## src/rtl/controller_pkg.sv

```systemverilog
// Shared encodings for the instruction-sequencing controller: states, opcodes,
// ALU codes, mux selects, and the decode of control words for each state.
package controller_pkg;

  typedef enum logic [3:0] {
    S_IDLE = 4'd0,
    S_IF1  = 4'd1,
    S_IF2  = 4'd2,
    S_LD1  = 4'd3,
    S_LD2  = 4'd4,
    S_ST1  = 4'd5,
    S_ST2  = 4'd6,
    S_JMP  = 4'd7,
    S_BZX  = 4'd8,
    S_A1   = 4'd9,
    S_A2   = 4'd10,
    S_A3   = 4'd11
  } state_t;

  localparam logic [2:0] OP_LDA = 3'b000;
  localparam logic [2:0] OP_STA = 3'b001;
  localparam logic [2:0] OP_JMP = 3'b010;
  localparam logic [2:0] OP_BZ  = 3'b011;
  localparam logic [2:0] OP_ADD = 3'b100;
  localparam logic [2:0] OP_SUB = 3'b101;
  localparam logic [2:0] OP_AND = 3'b110;
  localparam logic [2:0] OP_NOT = 3'b111;

  localparam logic [2:0] ALU_ADD = 3'b000;
  localparam logic [2:0] ALU_SUB = 3'b001;
  localparam logic [2:0] ALU_AND = 3'b010;
  localparam logic [2:0] ALU_NOT = 3'b011;

  localparam logic [1:0] SEL_DATA_WORD   = 2'd0;
  localparam logic [1:0] SEL_DATA_RESULT = 2'd1;
  localparam logic [1:0] SEL_DATA_DREG   = 2'd2;

  localparam logic [1:0] SEL_AC_DI    = 2'd0;
  localparam logic [1:0] SEL_AC_LS_LO = 2'd1;
  localparam logic [1:0] SEL_AC_LS_HI = 2'd2;

  typedef struct packed {
    logic       pc_en;
    logic       sel_pc;
    logic       sel_address;
    logic       mr;
    logic       mw;
    logic       word_reg_en;
    logic       ls_en;
    logic       rs_en;
    logic       di_en;
    logic [1:0] sel_data;
    logic       sel_alu_src;
    logic [1:0] sel_address_ac;
    logic       enb;
    logic       data_reg_en;
    logic       result_reg_en;
    logic       c_en;
    logic       z_en;
    logic       n_en;
    logic [2:0] operation;
  } ctrl_t;

  // Moore control word for a state; BZX is all-zero here because its branch
  // enables depend on the live Z flag and are added in the top level.
  function automatic ctrl_t decode(input state_t s, input logic [1:0] alu_sel);
    ctrl_t c;
    c = '0;
    case (s)
      S_IF1: begin
        c.mr     = 1'b1;
        c.ls_en  = 1'b1;
        c.pc_en  = 1'b1;
      end
      S_IF2: begin
        c.mr     = 1'b1;
        c.rs_en  = 1'b1;
        c.di_en  = 1'b1;
        c.pc_en  = 1'b1;
      end
      S_LD1: begin
        c.sel_address = 1'b1;
        c.mr          = 1'b1;
        c.word_reg_en = 1'b1;
      end
      S_LD2: begin
        c.sel_data       = SEL_DATA_WORD;
        c.sel_address_ac = SEL_AC_DI;
        c.enb            = 1'b1;
      end
      S_ST1: begin
        c.sel_address_ac = SEL_AC_DI;
        c.data_reg_en    = 1'b1;
      end
      S_ST2: begin
        c.sel_address = 1'b1;
        c.mw          = 1'b1;
      end
      S_JMP: begin
        c.sel_pc = 1'b1;
        c.pc_en  = 1'b1;
      end
      S_A1: begin
        c.sel_address_ac = SEL_AC_LS_HI;
        c.data_reg_en    = 1'b1;
      end
      S_A2: begin
        c.sel_address_ac = SEL_AC_LS_LO;
        c.sel_alu_src    = 1'b0;
        c.result_reg_en  = 1'b1;
        c.c_en           = 1'b1;
        c.z_en           = 1'b1;
        c.n_en           = 1'b1;
        c.operation      = {1'b0, alu_sel};
      end
      S_A3: begin
        c.sel_data       = SEL_DATA_RESULT;
        c.sel_address_ac = SEL_AC_LS_LO;
        c.enb            = 1'b1;
      end
      default: c = '0;
    endcase
    return c;
  endfunction

endpackage

```

## src/rtl/controller.sv

```systemverilog
// Multi-cycle instruction sequencer: fetches one- or two-byte instructions and
// steps the datapath through load, store, jump, branch-on-zero and ALU ops.
//
// state | meaning
// IDLE  | after reset, all controls off
// IF1   | fetch left byte, latch opcode, PC+1
// IF2   | fetch right byte and DI, PC+1
// LD1   | read operand into word reg
// LD2   | write word reg to accumulator
// ST1   | accumulator into data reg
// ST2   | write data reg to memory
// JMP   | load PC with target
// BZX   | load PC with target if Z
// A1    | first operand into data reg
// A2    | ALU op, update result and flags
// A3    | write result to accumulator
module controller
  import controller_pkg::*;
(
  input  logic       clk,
  input  logic       reset,
  input  logic [2:0] opcode,
  input  logic       zFlag,
  output logic       pcEn,
  output logic       selPC,
  output logic       selAddress,
  output logic       mr,
  output logic       mw,
  output logic       wordRegEn,
  output logic       LSEn,
  output logic       RSEn,
  output logic       DIEn,
  output logic [1:0] selData,
  output logic       selALUsrc,
  output logic [1:0] selAddressAC,
  output logic       enb,
  output logic       dataRegEn,
  output logic       resultRegEn,
  output logic       CEn,
  output logic       ZEn,
  output logic       NEn,
  output logic [2:0] operation
);

  state_t     state_q, state_d;
  logic [2:0] op_q, op_d;
  ctrl_t      ctrl_q, ctrl_d;
  logic       bz_take;

  always_comb begin
    state_d = state_q;
    op_d    = op_q;
    case (state_q)
      S_IDLE: state_d = S_IF1;
      S_IF1: begin
        op_d    = opcode;
        state_d = opcode[2] ? S_A1 : S_IF2;
      end
      S_IF2: begin
        case (op_q)
          OP_LDA:  state_d = S_LD1;
          OP_STA:  state_d = S_ST1;
          OP_JMP:  state_d = S_JMP;
          default: state_d = S_BZX;
        endcase
      end
      S_LD1: state_d = S_LD2;
      S_ST1: state_d = S_ST2;
      S_A1:  state_d = S_A2;
      S_A2:  state_d = S_A3;
      S_LD2, S_ST2, S_JMP, S_BZX, S_A3: state_d = S_IF1;
      default: state_d = S_IDLE;
    endcase
    // Outputs are registered, so decode the state being entered.
    ctrl_d = decode(state_d, op_d[1:0]);
  end

  always_ff @(posedge clk or posedge reset) begin
    if (reset) begin
      state_q <= S_IDLE;
      op_q    <= 3'b000;
      ctrl_q  <= '0;
    end else begin
      state_q <= state_d;
      op_q    <= op_d;
      ctrl_q  <= ctrl_d;
    end
  end

  assign bz_take = (state_q == S_BZX) && zFlag;

  assign pcEn         = ctrl_q.pc_en | bz_take;
  assign selPC        = ctrl_q.sel_pc | bz_take;
  assign selAddress   = ctrl_q.sel_address;
  assign mr           = ctrl_q.mr;
  assign mw           = ctrl_q.mw;
  assign wordRegEn    = ctrl_q.word_reg_en;
  assign LSEn         = ctrl_q.ls_en;
  assign RSEn         = ctrl_q.rs_en;
  assign DIEn         = ctrl_q.di_en;
  assign selData      = ctrl_q.sel_data;
  assign selALUsrc    = ctrl_q.sel_alu_src;
  assign selAddressAC = ctrl_q.sel_address_ac;
  assign enb          = ctrl_q.enb;
  assign dataRegEn    = ctrl_q.data_reg_en;
  assign resultRegEn  = ctrl_q.result_reg_en;
  assign CEn          = ctrl_q.c_en;
  assign ZEn          = ctrl_q.z_en;
  assign NEn          = ctrl_q.n_en;
  assign operation    = ctrl_q.operation;

endmodule

```

## config.mk

```make
export PLATFORM = sky130hd
export DESIGN_NAME = controller
export DESIGN_NICKNAME = d
export VERILOG_FILES = /design/src/rtl/controller_pkg.sv /design/src/rtl/controller.sv
export SDC_FILE = /design/constraint.sdc
export NUM_CORES = 1
export LEC_CHECK = 0
export ABC_AREA = 1
export BUFFER_PORTS_ARGS = -buffer_cell sky130_fd_sc_hd__buf_4
export CORE_MARGIN = 1.5
export CORE_UTILIZATION = 45
export CTS_BUF_LIST = sky130_fd_sc_hd__clkbuf_16
export DETAILED_ROUTE_END_ITERATION = 16
export GPL_ROUTABILITY_DRIVEN = 0
export PLACE_DENSITY = 0.73
export SLEW_MARGIN = 10
export SYNTH_ARGS = -nofsm -noshare
export SYNTH_HDL_FRONTEND = slang
export SYNTH_SLANG_ARGS = --single-unit
```

## constraint.sdc

```tcl
create_clock -name clk -period 1.1 [get_ports clk]
set_input_delay 0.165 -clock clk [delete_from_list [all_inputs] [get_ports clk]]
set_output_delay 0.165 -clock clk [all_outputs]
set_load 0.01 [all_outputs]
```

* Word level (Yosys, flattened, before mapping)
Cells that the tools add are included.
Storage, ports and cells: register bits after elaboration 29, bits of input ports 6, output and inout bits 23, logic and storage cells 73
Cells by class: equal/unequal tests 23, multiplexer cells 17, bitwise gates (word level) 2, reductions and logical operators 10
Operator list (count):
- $eq A4 B3 Y1 const B | 8
- $eq A4 B4 Y1 const B | 7
- $pmux W4 S7 | 1
- $eq A4 B2 Y1 const B | 4
- $pmux W4 S3 | 1
- $mux W1 | 10
- $eq A4 B1 Y1 const B | 2
- $reduce_or A2 Y1 | 4
- $mux W7 | 1
- $reduce_or A3 Y1 | 2
- $reduce_or A6 Y1 | 1
- $logic_not A4 Y1 | 1
- $mux W2 | 2
- $mux W4 | 1
- $pmux W2 S2 | 1
- $eq A3 B1 Y1 const B | 1
- $eq A3 B2 Y1 const B | 1
- $logic_not A3 Y1 | 1
- $or A1 B1 Y1 | 2
- $logic_and A1 B1 Y1 | 1

* Longest topological paths before layout
Gate-level depths: netlist of run 1.
word-level depth 6, mapped depth 9, mapped depth without buffers 9

* Worst setup path after synthesis of run 1
Ideal clock, no wire load.
kind reg-to-reg, start point register state_q[2], end point register ctrl_q (netlist bit operation[1]), setup time 124 ps, arrival time 1062 ps, data required time 976 ps, setup slack -87 ps, cell stages (with the launch flop) 7, path buffers 0, clock period less this slack 1187 ps, path through dfrtp_1 inv_1 nand2_1 nor2_1 or2_2 o21ai_0 nor2_1
RTL lines:
- start: declaration | RTL line controller.sv:45 | state_t state_q, state_d;
- start signal: assignment | RTL line controller.sv:84 | state_q <= state_d;
- end signal: assignment | RTL line controller.sv:86 | ctrl_q <= ctrl_d;
- end: declaration | RTL line controller.sv:47 | ctrl_t ctrl_q, ctrl_d;

* Final worst setup path of run 1
start point register state_q[2], end point output port pcEn
Between the ends: word-level cells in the longest chain between the ends 3
Ends and longest elaborated chain:
- $eq A4 B4 Y1 | RTL line controller.sv:90 | assign bz_take = (state_q == S_BZX) && zFlag;
- $logic_and A1 B1 Y1 | RTL line controller.sv:90
- $or A1 B1 Y1 | RTL line controller.sv:92 | assign pcEn = ctrl_q.pc_en | bz_take;
- end: declaration | RTL line controller.sv:24 | output logic pcEn,
Every way passes these cells.

==> results of run 1 <==
-- logic make-up (layout without fill, tap and decap cells) --
group                  after synthesis  count (layout)
other                                1               3
and+or+nand+nor                     61              61
DFF                                 23              23
buffers and inverters               31              65
AOI/OAI and AO/OA                    7               7
-- per-layer routing --
| layer | global-route usage | wire, um |
|---|---|---|
| met3 | 0.02874 | 137 |
| met2 | 0.3291 | 1399 |
| met4 | 0.1096 | 89 |
| met1 | 0.2163 | 966 |
| met5 | 0 | 0 |
-- worst max-delay path, cell delays in order, from the launching register on --
cell and delay [ps]:
dfrtp_2 470, nor2_4 170, buf_6 120, nand3_4 70, nand2_2 80, buf_6 90
-- registers in the layout, summed over array words and instances, names as in the netlist --
| register | flops |
|---|---|
| state_q | 4 |
| mw | 1 |
| selAddressAC | 2 |
| ctrl_q | 2 |
| op_q | 3 |
| CEn | 1 |
| mr | 1 |
| LSEn | 1 |
| wordRegEn | 1 |
| operation | 2 |
| dataRegEn | 1 |
| selData | 1 |
| DIEn | 1 |
| enb | 1 |
| selAddress | 1 |
-- final cells by class --
type | count | area, um^2
clock inverters | 1 | 3.754
fillers | 161 | 654.4
repair buffers | 42 | 329.1
multi-input cells | 71 | 459.2
flip-flops and latches | 23 | 579.3
well taps | 28 | 35.03
inverters | 19 | 76.32
clock buffers | 3 | 75.07
-- worst min path at each step --
| stage | endpoint | slack (ps) |
|---|---|---|
| after floorplan | CEn | 170 |
| after global placement | selAddressAC[1] | 220 |
| after detailed placement | selData[0] | 220 |
| after CTS | op_q[0] | 120 |
| after global routing | op_q[0] | 130 |
| final | op_q[0] | 120 |
-- timing repair --
item	CTS	global route
setup endpoints to repair	16	21
pin swaps	2	12
hold buffers	1	0
endpoints found under the hold margin	23	0
gates resized for setup	11	26
buffers inserted	4	3
-- placed cells by master (no fill, tap or decap) --
cell type,Yosys,routed
o21bai_1,1,1
inv_1,17,14
nand2_2,3,6
dlygate4sd3_1,0,1
nand3_2,1,3
buf_6,0,3
nor2_2,5,7
a21oi_1,1,1
inv_2,2,4
dfrtp_1,23,20
nor2_1,22,13
o21ai_2,0,2
nor2_4,1,8
nand2_1,18,12
dfrtp_2,0,3
o21ai_0,5,3
nand2_4,0,3
or2_2,3,3
clkbuf_16,0,3
nand3_4,0,2
buf_4,12,38
nand3_1,8,4
inv_4,0,2
conb_1,1,3
-- power breakdown --
group | switching (W) | leakage (nW) | internal (W)
Sequential | 0.000249 | 0.293 | 0.00117
Clock | 0.000286 | 0.0423 | 0.000485
Combinational | 0.00144 | 0.530 | 0.00117
Total | 0.00198 | 0.865 | 0.00283
-- metrics by stage --
stage	power (W)	setup TNS [ps]
after detailed placement	0.003289	-2367
after global routing	0.005080	-4645
final	0.004803	-3671
after global placement	0.003217	-1647
after floorplan	0.002621	-241.7
after CTS	0.004300	-2799
==> results.ini, run 1 <==
[synthesis]
synth_area_leader_cell=dfrtp_1
ys.flop_type=dfrtp_1
synth_top_family_by_area=simple AND/OR/NAND/NOR gates
yosys.area_share.simple=0.2648
ys_ff_latch=23
syn-cell-area_um2=1059
synth_area_leaders=dfrtp_1, buf_4, nor2_1, nand2_1, inv_1
synth_compound_area_frac=0.03546
synthMuxAreaShare=0
netlist.area_leader.share=0.5437
synthXorXnorAreaFrac=0
yosysMostFrequentCell=dfrtp_1
synth.distinct_cells=16
syn_inst=123
yosys.area_share.adder=0
netlist_top_cells_count=dfrtp_1, nor2_1, nand2_1, inv_1, buf_4
synth_area_per_cell_um2=8.606
ys_seq_area_frac=0.5437
ys_warn_count=0
ys_async_sr_fraction=1.000
synth_enable_flop_cells=0

[drt]
drtAntennaViolNets=0
drtIter0Drc=30
route.detailed.drc=0
vias=946
drt-pass1-iter-count=4
viasPerCell=5.059
finalWirelength_mm=2.593
wl_per_cell_um=13.87

[placed_design]
pre_cts_slack_ps=-262.2
portBuffers=25
placed_cells=175
dpl_cell_area_um2=1282
hpwlAfterDp_mm=1.553

[clock_tree]
clk_latency_ps=260
path_clk_slew_ps=60
cts.sinks=23
cts_tree=yes
root_buffer=clkbuf_16
clock_path_buffers=2
numCtsBuffers=3
htree_levels=1

[global_route]
grt_pass1_wl_mm=3.615
track_usage=0.1878
antenna_found_initial=0
grt_start_max_net_pins=24
grt-ovfl-total=0
grt_pass1_vias=820

[critical_path]
regToRegSetupSlack_ps=-300
worst-path-max-fanout=4
critPathLaunch=state_q[2]
cp-endpoint=pcEn
r2r_end=mr
r2r_start=state_q[1]
start_kind=flip-flop
arrival_ps=1250
path_class=reg2out
reg2reg_depth=8
cp.required_ps=940
cp-end-kind=output pin

[run]
drv_cap=0

[floorplanning]
die_area_um2=2652
start_util=0.4785
dieHeight_um=51.50
die_w_um=51.50
core.rowCount=17
core_um2=2212
io_pins=29

[sta]
timing.hold.ws_ps=122.9
rsz0062_at_grt=true
fmax_mhz=708.5
fin_skew_ps=2.957
setup_slack_ps=-311.5
post-route-min-period_ps=1412
period_share=1.283
setup_viol=19
final_hold_viol_count=0
maxSlewViolCount=0

[pwr]
peakVddDrop_uv=1740
p_leak_nw=0.8650
p_per_area_nw_per_um2=3084

[final_layout]
final_area_um2=1558
drive_gt1_frac=0.5472
insertedDiodeCount=0
fin_cells=187
synthToLayoutAreaGrowth_pct=47.16
utilization=0.7042
nets=166

[min_path]
worstHoldStart=opcode[0]
hold_class=in2reg
hold_path_depth=3

[run_status]
outcome=complete, but fails checks
violations=setup timing

Note: power is estimated with default switching activity, not from simulation.
==> run 2, diff against run 1 <==
SKIP_LAST_GASP = 1   (was unset)
==> run 2 against run 1 <==
Largest cell class unchanged. Via count down 4.5%. Non-clock buffer count unchanged. The run still ends with setup timing left. Combinational power about the same. Largest power group unchanged. Die area unchanged. Core utilization down 0.34 points. Sequential cell count unchanged. Routed wire length down 2.6%.
==> results.ini, run 2 (synthesized netlist as in run 1, its figures left out) <==
[run_status]
outcome=complete, but fails checks
violations=setup timing

[pwr]
switching_power_w=0.001948  ; -1.4%
switching_share=0.4084  ; -0.002784
p_int_w=0.002822  ; -0.22%
combPwrFrac=0.542  ; -0.002
p_per_area_nw_per_um2=3077  ; -0.21%
pwr-share-clk=0.161  ; about the same
p_leak_nw=0.8636  ; -0.17%
peakVddDrop_uv=1591  ; -8.5%
power_frac_seq=0.297  ; about the same

[final_layout]
top_register=state_q
reg_top3=state_q x4, op_q x3
drive_gt1_frac=0.5346  ; -0.01258
final_common_cell=buf_4
synthToLayoutAreaGrowth_pct=46.45
largest_reg_flops=4  ; unchanged
fillerInstances=167  ; +3.7%
nets=166  ; unchanged
insertedDiodeCount=0  ; unchanged
final_cell_mix=buf_4, dfrtp_1, nor2_1, inv_1, nand2_1

[drt]
wl_per_cell_um=13.50  ; -2.6%
route.detailed.drc=0  ; unchanged
vias=903  ; -4.5%
finalWirelength_mm=2.525  ; -2.6%
viasPerCell=4.829  ; -4.5%
drtAntennaViolNets=0  ; unchanged
drt-pass1-iter-count=4  ; unchanged
drtIter0Drc=13  ; -57%

[global_route]
grt-ovfl-total=0  ; unchanged
grt_start_max_net_pins=24  ; unchanged
grt_pass1_wl_mm=3.615  ; unchanged
grt_pass1_vias=820  ; unchanged
antenna_found_initial=0  ; unchanged
track_usage=0.1878  ; unchanged

[critical_path]
crit_chain=nor2_4 > buf_6 > nand3_4 > nand2_2 > buf_6
cp_slowest_stage_delay_ps=470  ; about the same
worst-path-max-fanout=4  ; unchanged
cp_slowest_cell=dfrtp_2
crit_path_frequent_cell=buf_6
cp-end-kind=output pin
crit_family=flip-flops
cp.required_ps=940  ; about the same
regToRegSetupSlack_ps=-280  ; +20 ps
arrival_ps=1240  ; about the same
start_kind=flip-flop
path_class=reg2out
crit_buf_inv=2  ; unchanged

[placed_design]
hpwlAfterDp_mm=1.553  ; unchanged
portBuffers=25  ; unchanged

[clock_tree]
cts.sinks=23  ; unchanged
htree_levels=1  ; unchanged
clk_latency_ps=260  ; about the same
cts_tree=yes
path_clk_slew_ps=60  ; about the same
clock_path_buffers=2  ; unchanged
root_buffer=clkbuf_16
numCtsBuffers=3  ; unchanged

[floorplanning]
dieHeight_um=51.50  ; unchanged
die_w_um=51.50  ; unchanged
die_area_um2=2652  ; unchanged
start_util=0.4785  ; unchanged
io_pins=29  ; unchanged
core.rowCount=17  ; unchanged
core_um2=2212  ; unchanged

[sta]
period_share=1.279  ; -0.004388
setup_viol=18  ; -1
fmax_mhz=710.9  ; +0.34%
final_hold_viol_count=0  ; unchanged
rsz0062_at_grt=true
setup-tns-final_ps=-3397  ; +274.0 ps
post-route-min-period_ps=1407  ; -4.827 ps
fin_skew_ps=3.809  ; +0.8520 ps
timing.hold.ws_ps=122.4  ; -0.4860 ps
setup_slack_ps=-306.7  ; +4.827 ps
maxSlewViolCount=0  ; unchanged

[min_path]
hold_class=in2reg

[run]
drv_cap=0  ; unchanged

-- run 2: area by class of cell --
class                   count  area [um^2]  share of cell area
well taps                  28        35.03             0.02260
clock inverters             1        3.754            0.002421
repair buffers             42        329.1              0.2123
inverters                  19        76.32             0.04923
clock buffers               3        75.07             0.04843
flip-flops and latches     23        579.3              0.3737
multi-input cells          71        451.7              0.2914
-- run 2: what timing repair did --
| action | in CTS | in global routing |
|---|---|---|
| pin swaps | 2 | 12 |
| resized for setup | 11 | 24 |
| endpoints found under the hold margin | 23 | 0 |
| endpoints found under the setup margin | 16 | 21 |
| hold buffers | 1 | 0 |
| buffers inserted | 4 | 3 |
-- run 2: worst register-to-register path, cell delays in order, from the launching register on --
cell and delay (ps):
dfrtp_1 360, buf_4 150, nor2_4 60, buf_4 140, o21ai_0 180, nand3_1 150
nor2_2 140, nand2_1 80
-- run 2: power by group through the flow --
stage	clock network, W	logic (W)	registers (W)
floorplan	0	0.00121	0.00141
global placement	0	0.00185	0.00137
detailed placement	0	0.00191	0.00138
CTS	0.000776	0.00215	0.00137
global route	0.000828	0.00278	0.00144
finish	0.000769	0.00259	0.00141
-- run 2: layer usage --
metal | vias to the layer above | global-route usage | part of all wire
met4 | 0 | 0.1096 | 0.028
met1 | 439 | 0.2163 | 0.41
met2 | 25 | 0.3291 | 0.51
met5 | - | 0 | 0
met3 | 7 | 0.02874 | 0.050
li1 | 432 | - | -
-- run 2: stage by stage --
step	instances	cell area, um^2	power [W]	setup slack, ps	util
after floorplan	125	1082	0.002621	-52.27	-
after global placement	175	1282	0.003217	-179.8	0.5798
after detailed placement	175	1282	0.003289	-262.2	0.5798
after CTS	184	1440	0.004300	-266.7	0.6510
after global routing	187	1550	0.005044	-371.2	0.7008
final	187	1550	0.004770	-306.7	0.7008
-- run 2: final timing paths --
kind                       startpoint  cells past startpoint           end
max                        state_q[2]                      5          pcEn
min                         opcode[0]                      3       op_q[0]
min in group asynchronous       reset                      4  operation[1]
min reg2reg                   op_q[2]                      2       op_q[2]
max reg2reg                state_q[3]                      7            mr
max in group asynchronous       reset                      4    state_q[2]
